--- src/rtl/onehot_decoder_pkg.sv ---
// ============================================================================
// onehot_decoder_pkg : shared defaults and FSM state encoding for the decoder
// Revision: 1.0
// ============================================================================
`default_nettype none

package onehot_decoder_pkg;

  localparam int DEF_N_OUT = 10;
  localparam int DEF_W_IN  = 4;
  localparam int DEF_CNT_W = 8;

  typedef enum logic [1:0] {
    ST_EMPTY = 2'd0,
    ST_ONE   = 2'd1,
    ST_FULL  = 2'd2
  } state_t;

endpackage

`default_nettype wire

--- src/rtl/onehot_dec_core.sv ---
// ============================================================================
// onehot_dec_core : combinational binary code to one-hot word plus range flag
// Revision: 1.0
// ============================================================================
`default_nettype none

module onehot_dec_core
  import onehot_decoder_pkg::*;
#(
  parameter int N_OUT = DEF_N_OUT,
  parameter int W_IN  = DEF_W_IN
) (
  input  logic [W_IN-1:0]  code,
  output logic [N_OUT-1:0] onehot,
  output logic             err
);

  // A code that matches no output line leaves the word all-zero and flags it.
  always_comb begin
    onehot = '0;
    err    = 1'b1;
    for (int i = 0; i < N_OUT; i++) begin
      if (code == W_IN'(i)) begin
        onehot[i] = 1'b1;
        err       = 1'b0;
      end
    end
  end

endmodule

`default_nettype wire

--- src/rtl/onehot_decoder.sv ---
// ============================================================================
// onehot_decoder : registered binary-to-one-hot decoder with 2-entry skid
//                  buffer and saturating out-of-range counter
// Revision: 1.0
// ============================================================================
`default_nettype none

module onehot_decoder
  import onehot_decoder_pkg::*;
#(
  parameter int N_OUT = DEF_N_OUT,
  parameter int W_IN  = DEF_W_IN,
  parameter int CNT_W = DEF_CNT_W
) (
  input  logic             iCLK,
  input  logic             iRST,
  input  logic             iVALID,
  input  logic [W_IN-1:0]  iIN,
  output logic             oREADY,
  output logic             oVALID,
  output logic [N_OUT-1:0] oOUT,
  output logic             oERR,
  input  logic             iREADY,
  input  logic             iCNT_CLR,
  output logic [CNT_W-1:0] oERR_CNT
);

  localparam logic [CNT_W-1:0] CNT_MAX = '1;

  state_t           state;
  state_t           state_next;
  logic             ready_q;
  logic [N_OUT-1:0] out_q;
  logic             err_q;
  logic [N_OUT-1:0] skid_q;
  logic             skid_err_q;
  logic [CNT_W-1:0] cnt_q;

  logic [N_OUT-1:0] dec_out;
  logic             dec_err;
  logic             accept;
  logic             pop;
  logic             load_out;
  logic             load_skid;
  logic             skid_to_out;
  logic             clear_out;

  assign accept = iVALID & ready_q;
  assign pop    = (state != ST_EMPTY) & iREADY;

  onehot_dec_core #(
    .N_OUT (N_OUT),
    .W_IN  (W_IN)
  ) u_core (
    .code   (iIN),
    .onehot (dec_out),
    .err    (dec_err)
  );

  always_ff @(posedge iCLK or posedge iRST) begin
    if (iRST) state <= ST_EMPTY;
    else      state <= state_next;
  end

  always_comb begin
    state_next  = state;
    load_out    = 1'b0;
    load_skid   = 1'b0;
    skid_to_out = 1'b0;
    clear_out   = 1'b0;
    unique case (state)
      ST_EMPTY: begin
        if (accept) begin
          state_next = ST_ONE;
          load_out   = 1'b1;
        end
      end
      ST_ONE: begin
        if (accept && pop) begin
          load_out = 1'b1;
        end else if (pop) begin
          state_next = ST_EMPTY;
          clear_out  = 1'b1;
        end else if (accept) begin
          state_next = ST_FULL;
          load_skid  = 1'b1;
        end
      end
      ST_FULL: begin
        if (pop) begin
          state_next  = ST_ONE;
          skid_to_out = 1'b1;
        end
      end
      default: state_next = ST_EMPTY;
    endcase
  end

  // ready is registered from the next state so it is low throughout reset
  // and only rises on the first edge after release.
  always_ff @(posedge iCLK or posedge iRST) begin
    if (iRST) begin
      ready_q    <= 1'b0;
      out_q      <= '0;
      err_q      <= 1'b0;
      skid_q     <= '0;
      skid_err_q <= 1'b0;
    end else begin
      ready_q <= (state_next != ST_FULL);
      if (load_out) begin
        out_q <= dec_out;
        err_q <= dec_err;
      end else if (skid_to_out) begin
        out_q <= skid_q;
        err_q <= skid_err_q;
      end else if (clear_out) begin
        out_q <= '0;
        err_q <= 1'b0;
      end
      if (load_skid) begin
        skid_q     <= dec_out;
        skid_err_q <= dec_err;
      end
    end
  end

  always_ff @(posedge iCLK or posedge iRST) begin
    if (iRST)                                          cnt_q <= '0;
    else if (iCNT_CLR)                                 cnt_q <= '0;
    else if (accept && dec_err && (cnt_q != CNT_MAX))  cnt_q <= cnt_q + CNT_W'(1);
  end

  assign oREADY   = ready_q;
  assign oVALID   = (state != ST_EMPTY);
  assign oOUT     = out_q;
  assign oERR     = err_q;
  assign oERR_CNT = cnt_q;

endmodule

`default_nettype wire
--- config.mk ---
export PLATFORM = sky130hd
export DESIGN_NAME = onehot_decoder
export DESIGN_NICKNAME = d
export VERILOG_FILES = /design/src/rtl/onehot_decoder_pkg.sv /design/src/rtl/onehot_dec_core.sv /design/src/rtl/onehot_decoder.sv
export SDC_FILE = /design/constraint.sdc
export NUM_CORES = 1
export LEC_CHECK = 0
export CORE_MARGIN = 1.5
export CORE_UTILIZATION = 57
export CTS_CLUSTER_SIZE = 20
export DETAILED_ROUTE_END_ITERATION = 10
export GPL_TIMING_DRIVEN = 0
export PLACE_DENSITY = 0.85
export SLEW_MARGIN = 10
export SYNTH_ARGS = -nofsm -noshare
export SYNTH_HDL_FRONTEND = slang
export SYNTH_HIERARCHICAL = 1
export SYNTH_SLANG_ARGS = --single-unit
--- constraint.sdc ---
create_clock -name iCLK -period 4.3 [get_ports iCLK]
set_input_delay 0.645 -clock iCLK [delete_from_list [all_inputs] [get_ports iCLK]]
set_output_delay 0.645 -clock iCLK [all_outputs]
set_load 0.05 [all_outputs]
After elaboration in Yosys (flattened, before gate mapping)

Index checks and enable logic that the tools add are counted.

Logic and storage cells: 75
Memory bits (writable): 0
Bits in read-only memories: 0
Register bits: 33
Latch bits: 0
Memories kept: 0

Bitwise logic cells: 2
Multipliers: 0
Magnitude comparators: 0
Shift operators: 0
Equal/unequal tests: 13
$add $sub $neg: 1
Div/mod/pow operators: 0
Reduce and logical (&&, ||, !) cells: 8
Mux-type cells: 44

Operators by type and width:

| operator              | count |
|---|---|
| $mux W1               | 32 |
| $mux W10              | 3 |
| $eq A4 B3 Y1 const B  | 4 |
| $mux W8               | 2 |
| $mux W2               | 5 |
| $add A8 B1 Y8 const B | 1 |
| $eq A4 B2 Y1 const B  | 2 |
| $eq A4 B4 Y1 const B  | 2 |
| $ne A8 B8 Y1 const B  | 1 |
| $pmux W2 S3           | 1 |
| $eq A4 B1 Y1 const B  | 1 |
| $logic_not A4 Y1      | 1 |
| $reduce_bool A2 Y1    | 2 |
| $logic_and A1 B1 Y1   | 3 |
| $reduce_bool A3 Y1    | 1 |
| $and A1 B1 Y1         | 2 |
| $eq A2 B1 Y1 const B  | 1 |
| $eq A2 B2 Y1 const B  | 1 |
| $logic_not A2 Y1      | 1 |
| $ne A2 B2 Y1 const B  | 1 |
| $pmux W1 S2           | 1 |

Logic depth before layout (Yosys ltp)

Word-level depth: 15
Mapped depth: 6

Modules after synthesis

Netlist, hierarchy kept.

Modules (own cells, without submodules):

| module          | area an instance (um^2) | cells an instance | sequential area each (um^2) | instances |
|---|---|---|---|---|
| onehot_decoder  | 1,646.6                 | 145               | 825.8                       | 1 |
| onehot_dec_core | 167.7                   | 15                | 0.0                         | 1 |

Worst setup path after synthesis

Ideal clock, no wire load.

Kind: register to register
From: reg cnt_q[0], in the netlist oERR_CNT[0]
To: reg cnt_q[5], in the netlist oERR_CNT[5]
Slack: 2.459 ns
Arrival: 1.713 ns
Path buffers: 0
Required time: 4.172 ns
Cell stages (with the launch flop): 5
Cells stage by stage: dfrtp_1 ha_1 and4_1 nor4_2 mux2_1

Word-level cells in the longest chain between the ends: 3
Elaborated cells between the ends (all ways): 6
Those cells by class: add/sub: 1; eq/ne: 1; mux: 2; reduce/logical: 2

RTL lines:

| what                                                  | RTL line              | text |
|---|---|---|
| start: declaration                                    | onehot_decoder.sv:37  | `logic [CNT_W-1:0] cnt_q;` |
| start signal: assignment                              | onehot_decoder.sv:130 | `else if (accept && dec_err && (cnt_q != CNT_MAX)) cnt_q <= cnt_q + CNT_W'(1);` |
| $add A8 B1 Y8 / $ne A8 B8 Y1 (equally long branches)  | onehot_decoder.sv:130 |  |
| $mux W8 / $logic_and A1 B1 Y1 (equally long branches) | onehot_decoder.sv:130 |  |
| $mux W8 / $reduce_bool A2 Y1 (equally long branches)  | n/a                   |  |

Several ways; a longest one is shown, not always the timed one. The select of a mux whose other input is x is not followed.
A chain may end at the register's enable or synchronous reset.

Worst setup path after layout

From: reg state[1]
To: out oVALID

Word-level cells in the longest chain between the ends: 1

RTL lines:

| what                     | RTL line              | text |
|---|---|---|
| start: declaration       | onehot_decoder.sv:30  | `state_t state;` |
| start signal: assignment | onehot_decoder.sv:62  | `else state <= state_next;` |
| $reduce_bool A2 Y1       | onehot_decoder.sv:134 | `assign oVALID = (state != ST_EMPTY);` |
| end: declaration         | onehot_decoder.sv:20  | `output logic oVALID,` |

No other way between the ends.

==> impl_metrics.tcl <==
set metrics [dict create \
    whs_ps 516.2 \
    synthCells 160 \
    crit_chain "buf_2, or2_2, clkdlybuf4s50_1" \
    hold_depth 2 \
    cts_setup_buffers 0 \
    power_frac_comb_pct 36.7 \
    critPathMaxFanout 10 \
    clockPowerShare_pct 19.9 \
    dp_hpwl_mm 2.682 \
    synth_area_sq_um 1814 \
    p_int_uw 566.0 \
    final.period_utilization_pct 58.60 \
    dieHeight_um 59.42 \
    start_util_pct 59.92 \
    dieArea_sq_um 3530 \
    drt_iter0_drc 92 \
    cp-start-kind "register" \
    fp.coreArea_sq_um 3028 \
    wl_per_cell_um 16.98 \
    relSlewSlack_pct 54.33 \
    cts_tree "built" \
    clockBufferDepth 2 \
    r2r_setup_slack_ps 2550 \
    layout-area-overhead-vs-synth_pct 21.52 \
    drc_errors 0 \
    crit_path_end_kind "primary output" \
    io_buffers 28 \
    p_leak_nw 0.9385 \
    htreeDepth 2 \
    critical_path_class "reg2out" \
    antenna_found_initial 0 \
    synth_seq_area_share_pct 45.52 \
    p_per_area_nw_per_um2 414.1 \
    vdd.ir_drop.worst_mv 0.2582 \
    dr_total_vias 1468 \
    swShare_pct 38.00 \
    cts-hold-fix-buffers 0 \
    dp.cells 232 \
    rows 20 \
    die_w_um 59.42 \
    place_congestion 0.9145 \
    fin_setup_tns_ps 0 \
    yosysTopAreaCell "dfrtp_1" \
    arrival_ps 1870 \
    p_sw_uw 346.9 \
    setup_viol 0 \
    cap_violations 0 \
    cts_resized 0 \
    crit_required_ps 3650 \
    viasPerCell 6.142 \
    final_nets 205 \
    synth.top_cell.area_share_pct 45.52 \
    root_buffer "clkbuf_4" \
    cpPeakStageDelay_ps 700 \
    async_flop_share_pct 100.0 \
    worst_skew_pair.late_latency_ps 330 \
    share_seq_of_total_power_pct 43.4 \
    syn_nets 170 \
    worst_slew_pin_slew_ps 684.0 \
    grt_pass1_wl_mm 6.762 \
    drt_first_pass_iters 4 \
    grt-ovfl-total 0 \
    synth_area_leaders "dfrtp_1, mux2_4, a32oi_1" \
    min_period_ps 2520 \
    synth_area_per_cell_sq_um 11.34 \
    cts_buffers 5 \
    drv_slew 0 \
    rsz0062_at_grt "no" \
    grt_max_degree 34 \
    io-pin-count 30 \
    ys_ff_latch 33 \
    reg2regPathDepth 4 \
    timing.fmax_ghz 0.3969 \
    ys_warn_count 6 \
    ys_types 41 \
    synth_ff_type "dfrtp_1" \
    hold_path.class "reg2reg" \
    finalClockSkew_ps 5.254 \
    final_layout_size_suffix_gt1_share_pct 23.59 \
    ant_nets 0 \
    routed_wl_mm 4.058 \
    diodes 0 \
    status "completed" \
    clk_pin_slew_ps 100 \
    finalHoldViolCount 0 \
    grt_usage_pct 26.60 \
    grt_pass1_vias 1423 \
    crit_slowest_cell "clkdlybuf4s50_1" \
    synth_edf_count 0 \
    cts.sinks 33 \
    stdcell_count 239 \
]
-- power groups by stage --
stage	registers [mW]	clock network, mW	logic, mW
after CTS	0.396	0.183	0.335
after detailed placement	0.401	0	0.332
final	0.397	0.182	0.335
after global placement	0.397	0	0.323
after floorplan	0.465	0	0.168
after global routing	0.403	0.200	0.355
-- worst paths after layout --
kind / startpoint / end
setup / recovery: state[1] / oVALID
hold / removal: skid_q[2] / oOUT[2]
setup reg to reg: oERR_CNT[0] / oERR_CNT[5]
hold reg to reg: skid_q[2] / oOUT[2]
max in group asynchronous: iRST / oOUT[8]
min in group asynchronous: iRST / skid_q[5]
-- sequential cells by signal, indices dropped and copies added, names as in the netlist --
| name | flops |
|---|---|
| oOUT | 10 |
| oERR_CNT | 8 |
| oREADY | 1 |
| skid_q | 10 |
| state | 2 |
| oERR | 1 |
| skid_err_q | 1 |
-- Yosys cell counts, types with 2 or more instances --
cell type   n
and3_1      3
dfrtp_1    33
nor2_1      4
o21ai_1    12
a32oi_1    11
and4_1      2
buf_2       8
nor4_2      2
mux2_4     10
a21oi_1     4
buf_4       4
and2_1      2
nor2b_1     3
a31oi_1     3
a211oi_1    2
nand2_1    17
mux2_1      4
and3b_1     3
nand3b_1    2
inv_1       4
and4bb_2    4
nor4b_2     4
-- layer usage --
layer	track usage, %	share of wire [%]
met1	33.71	43
met2	41.44	49
met3	7.642	6.0
met4	13.31	2.0
met5	0	0
-- layout make-up --
cell class	instances	area, sq um
flip-flops and latches	33	825.8
multi-input cells	110	883.3
fillers	234	823.3
clock buffers	7	55.05
repair buffers	28	280.3
plain buffers	13	90.09
inverters	4	15.01
well taps	44	55.05
-- critical path: cells and delay by family, from the launching register on --
| kind | cells | cell delay (ps) |
|---|---|---|
| flip-flops | 1 | 360 |
| buffers and inverters | 2 | 880 |
| AND/OR/NAND/NOR | 1 | 300 |
-- metrics by stage --
stage / utilization, % / power, mW / area, sq um / setup slack (ps)
after floorplan: - / 0.6322 / 1814 / 2459
after global placement: 70.99 / 0.7202 / 2150 / 1889
after detailed placement: 70.99 / 0.7332 / 2150 / 1835
after CTS: 72.81 / 0.9129 / 2205 / 1771
after global routing: 72.81 / 0.9579 / 2205 / 1693
final: 72.81 / 0.9129 / 2205 / 1780
-- cells by family (layout without fill, tap and decap cells) --
logic type	count (synthesis)	after routing	share of synthesized area (%)
simple gates	56	56	22.41
compound gates	38	38	14.28
flops	33	33	45.52
buf+inv	17	52	5.793
mux	15	15	11.31
fa+ha+maj	1	1	0.6895
-- cell usage in the layout (no fill, tap or decap), types with 3 or more instances in the layout --
cell             synthesis  routed
mux2_4                  10      10
a32oi_1                 11      11
inv_1                    4       3
and3b_1                  3       3
buf_2                    8       8
clkbuf_4                 0       5
and4bb_2                 4       4
nor2_1                   4       4
clkdlybuf4s50_1          0      28
and3_1                   3       3
dfrtp_1                 33      33
a21oi_1                  4       4
buf_4                    4       4
a31oi_1                  3       3
nor2b_1                  3       3
o21ai_1                 12      12
nor4b_2                  4       4
mux2_1                   4       4
nand2_1                 17      17
(Power assumes the default switching activity.)
==> RTL change: new RTL, config.mk and constraints unchanged <==
Set the package constant `DEF_N_OUT` to 20 (it was 10).
--- a/src/rtl/onehot_decoder_pkg.sv
+++ b/src/rtl/onehot_decoder_pkg.sv
@@ -8,3 +8,3 @@
 
-  localparam int DEF_N_OUT = 10;
+  localparam int DEF_N_OUT = 20;
   localparam int DEF_W_IN  = 4;
Interface: changed (resized oOUT); port bits go from 30 to 40. No check against the original RTL was run, so the function may have changed too.
==> RTL change against the unedited design <==
Global-route usage is 5.7 points lower. Cell area increased by 48%. Sequential cell count increased by 20. Routed wire length rose by 24%. Area after synthesis up 50%. Critical path type unchanged. Worst setup slack improved by 0.080 ns. Total power up 60%. Largest cell class is now flip-flops and latches. Sequential power is 60% higher.
==> RTL change: results (changes against the unedited design) <==
number of non-clock buffers 58 (+41%); fraction of final layout cells sized beyond drive strength 1 0.2591 (+0.02321); number of buffers inserted by port buffering 38 (+36%); wire length after detailed routing 5021 um (+24%); Avg Cell Area, Syn 13.51 sq um (+19%); Hold Path End oOUT[9]$_DFFE_PP0P_; maximum clock skew at final layout 0.004949 ns (-0.0003044 ns); number of clock buffer instances in the layout 6 (-1); worst r2r dst skid_q[17]$_DFFE_PP0P_; worst hold-check slack 0.4797 ns (-0.03646 ns); Arrival @ worst endpoint 1.80 ns (-0.07 ns); Psw 520.1 uW (+50%); GR Util All Layers 0.2094 (-0.05666); flop-to-flop setup slack 2.76 ns (+0.21 ns); RD Place Congestion 0.8459 (-7.5%); Pwr Total 1.463 mW (+60%); Max FO, Critical Path 7 (-3); combined area of the multi-input logic cells 0.001186 sq mm (+34%); outcome completed; sequential area share after synthesis 0.4885 (+0.03331); Placement Setup Slack 1.994 ns (+0.1596 ns); launch instance of the worst min-delay path oOUT[9]$_DFFE_PP0P_; Reg-to-Reg Start oREADY$_DFF_PP0_; fraction of area in registers 0.4055 (+0.03093); wire length of the first global-routing pass 8411 um (+24%); portion of netlist area occupied by mux cells 0.1258 (+0.01270); Syn Nets 211 (+24%); DR vias/cell 5.957 (-3.0%); number of fill cells in the layout 310 (+32%); Non-Filler Cell Area, Final 0.003271 sq mm (+48%); top cells by area, synth sky130_fd_sc_hd__dfrtp_1 (49%), sky130_fd_sc_hd__mux2_4 (11%), sky130_fd_sc_hd__a22o_1 (6.5%); worst-case vdd ir drop 0.3920 mV (+52%); violation count after the first detailed-route iteration 63 (-32%); number of global-route vias before repair 1718 (+21%); maximum number of pins on one net before global-route repair 35 (+2.9%); clock buffer and inverter area fraction after layout 0.02754 (+0.002572); HPWL after detailed placement 3483 um (+30%); Synth Area in Compound Gates 0.1585 (+0.01577)
-- RTL change: changes by cell type after synthesis, moves of 7 or more --
| cell | delta |
|---|---|
| sky130_fd_sc_hd__a32oi_1 | -11 |
| sky130_fd_sc_hd__mux2_4 | +10 |
| sky130_fd_sc_hd__dfrtp_1 | +20 |
| sky130_fd_sc_hd__buf_2 | -7 |
| sky130_fd_sc_hd__o21ai_1 | -11 |
| sky130_fd_sc_hd__a21o_1 | +21 |
| sky130_fd_sc_hd__buf_6 | +8 |
| sky130_fd_sc_hd__nand2_1 | -15 |
| sky130_fd_sc_hd__a22o_1 | +20 |
-- RTL change: cells by family after synthesis --
group | after synthesis
compound gates | 54
xor+xnor | 5
fa+ha+maj | 1
buf+inv | 22
flops | 53
mux | 24
other cells | 1
simple gates | 41
-- RTL change: per-layer routing --
metal / track usage / wire (um) / vias to the layer above
li1: - / - / 829
met1: 0.2949 / 2396 / 905
met2: 0.3282 / 2397 / 40
met3: 0.03194 / 148 / 7
met4: 0.08386 / 78 / 0
met5: 0 / 0 / -
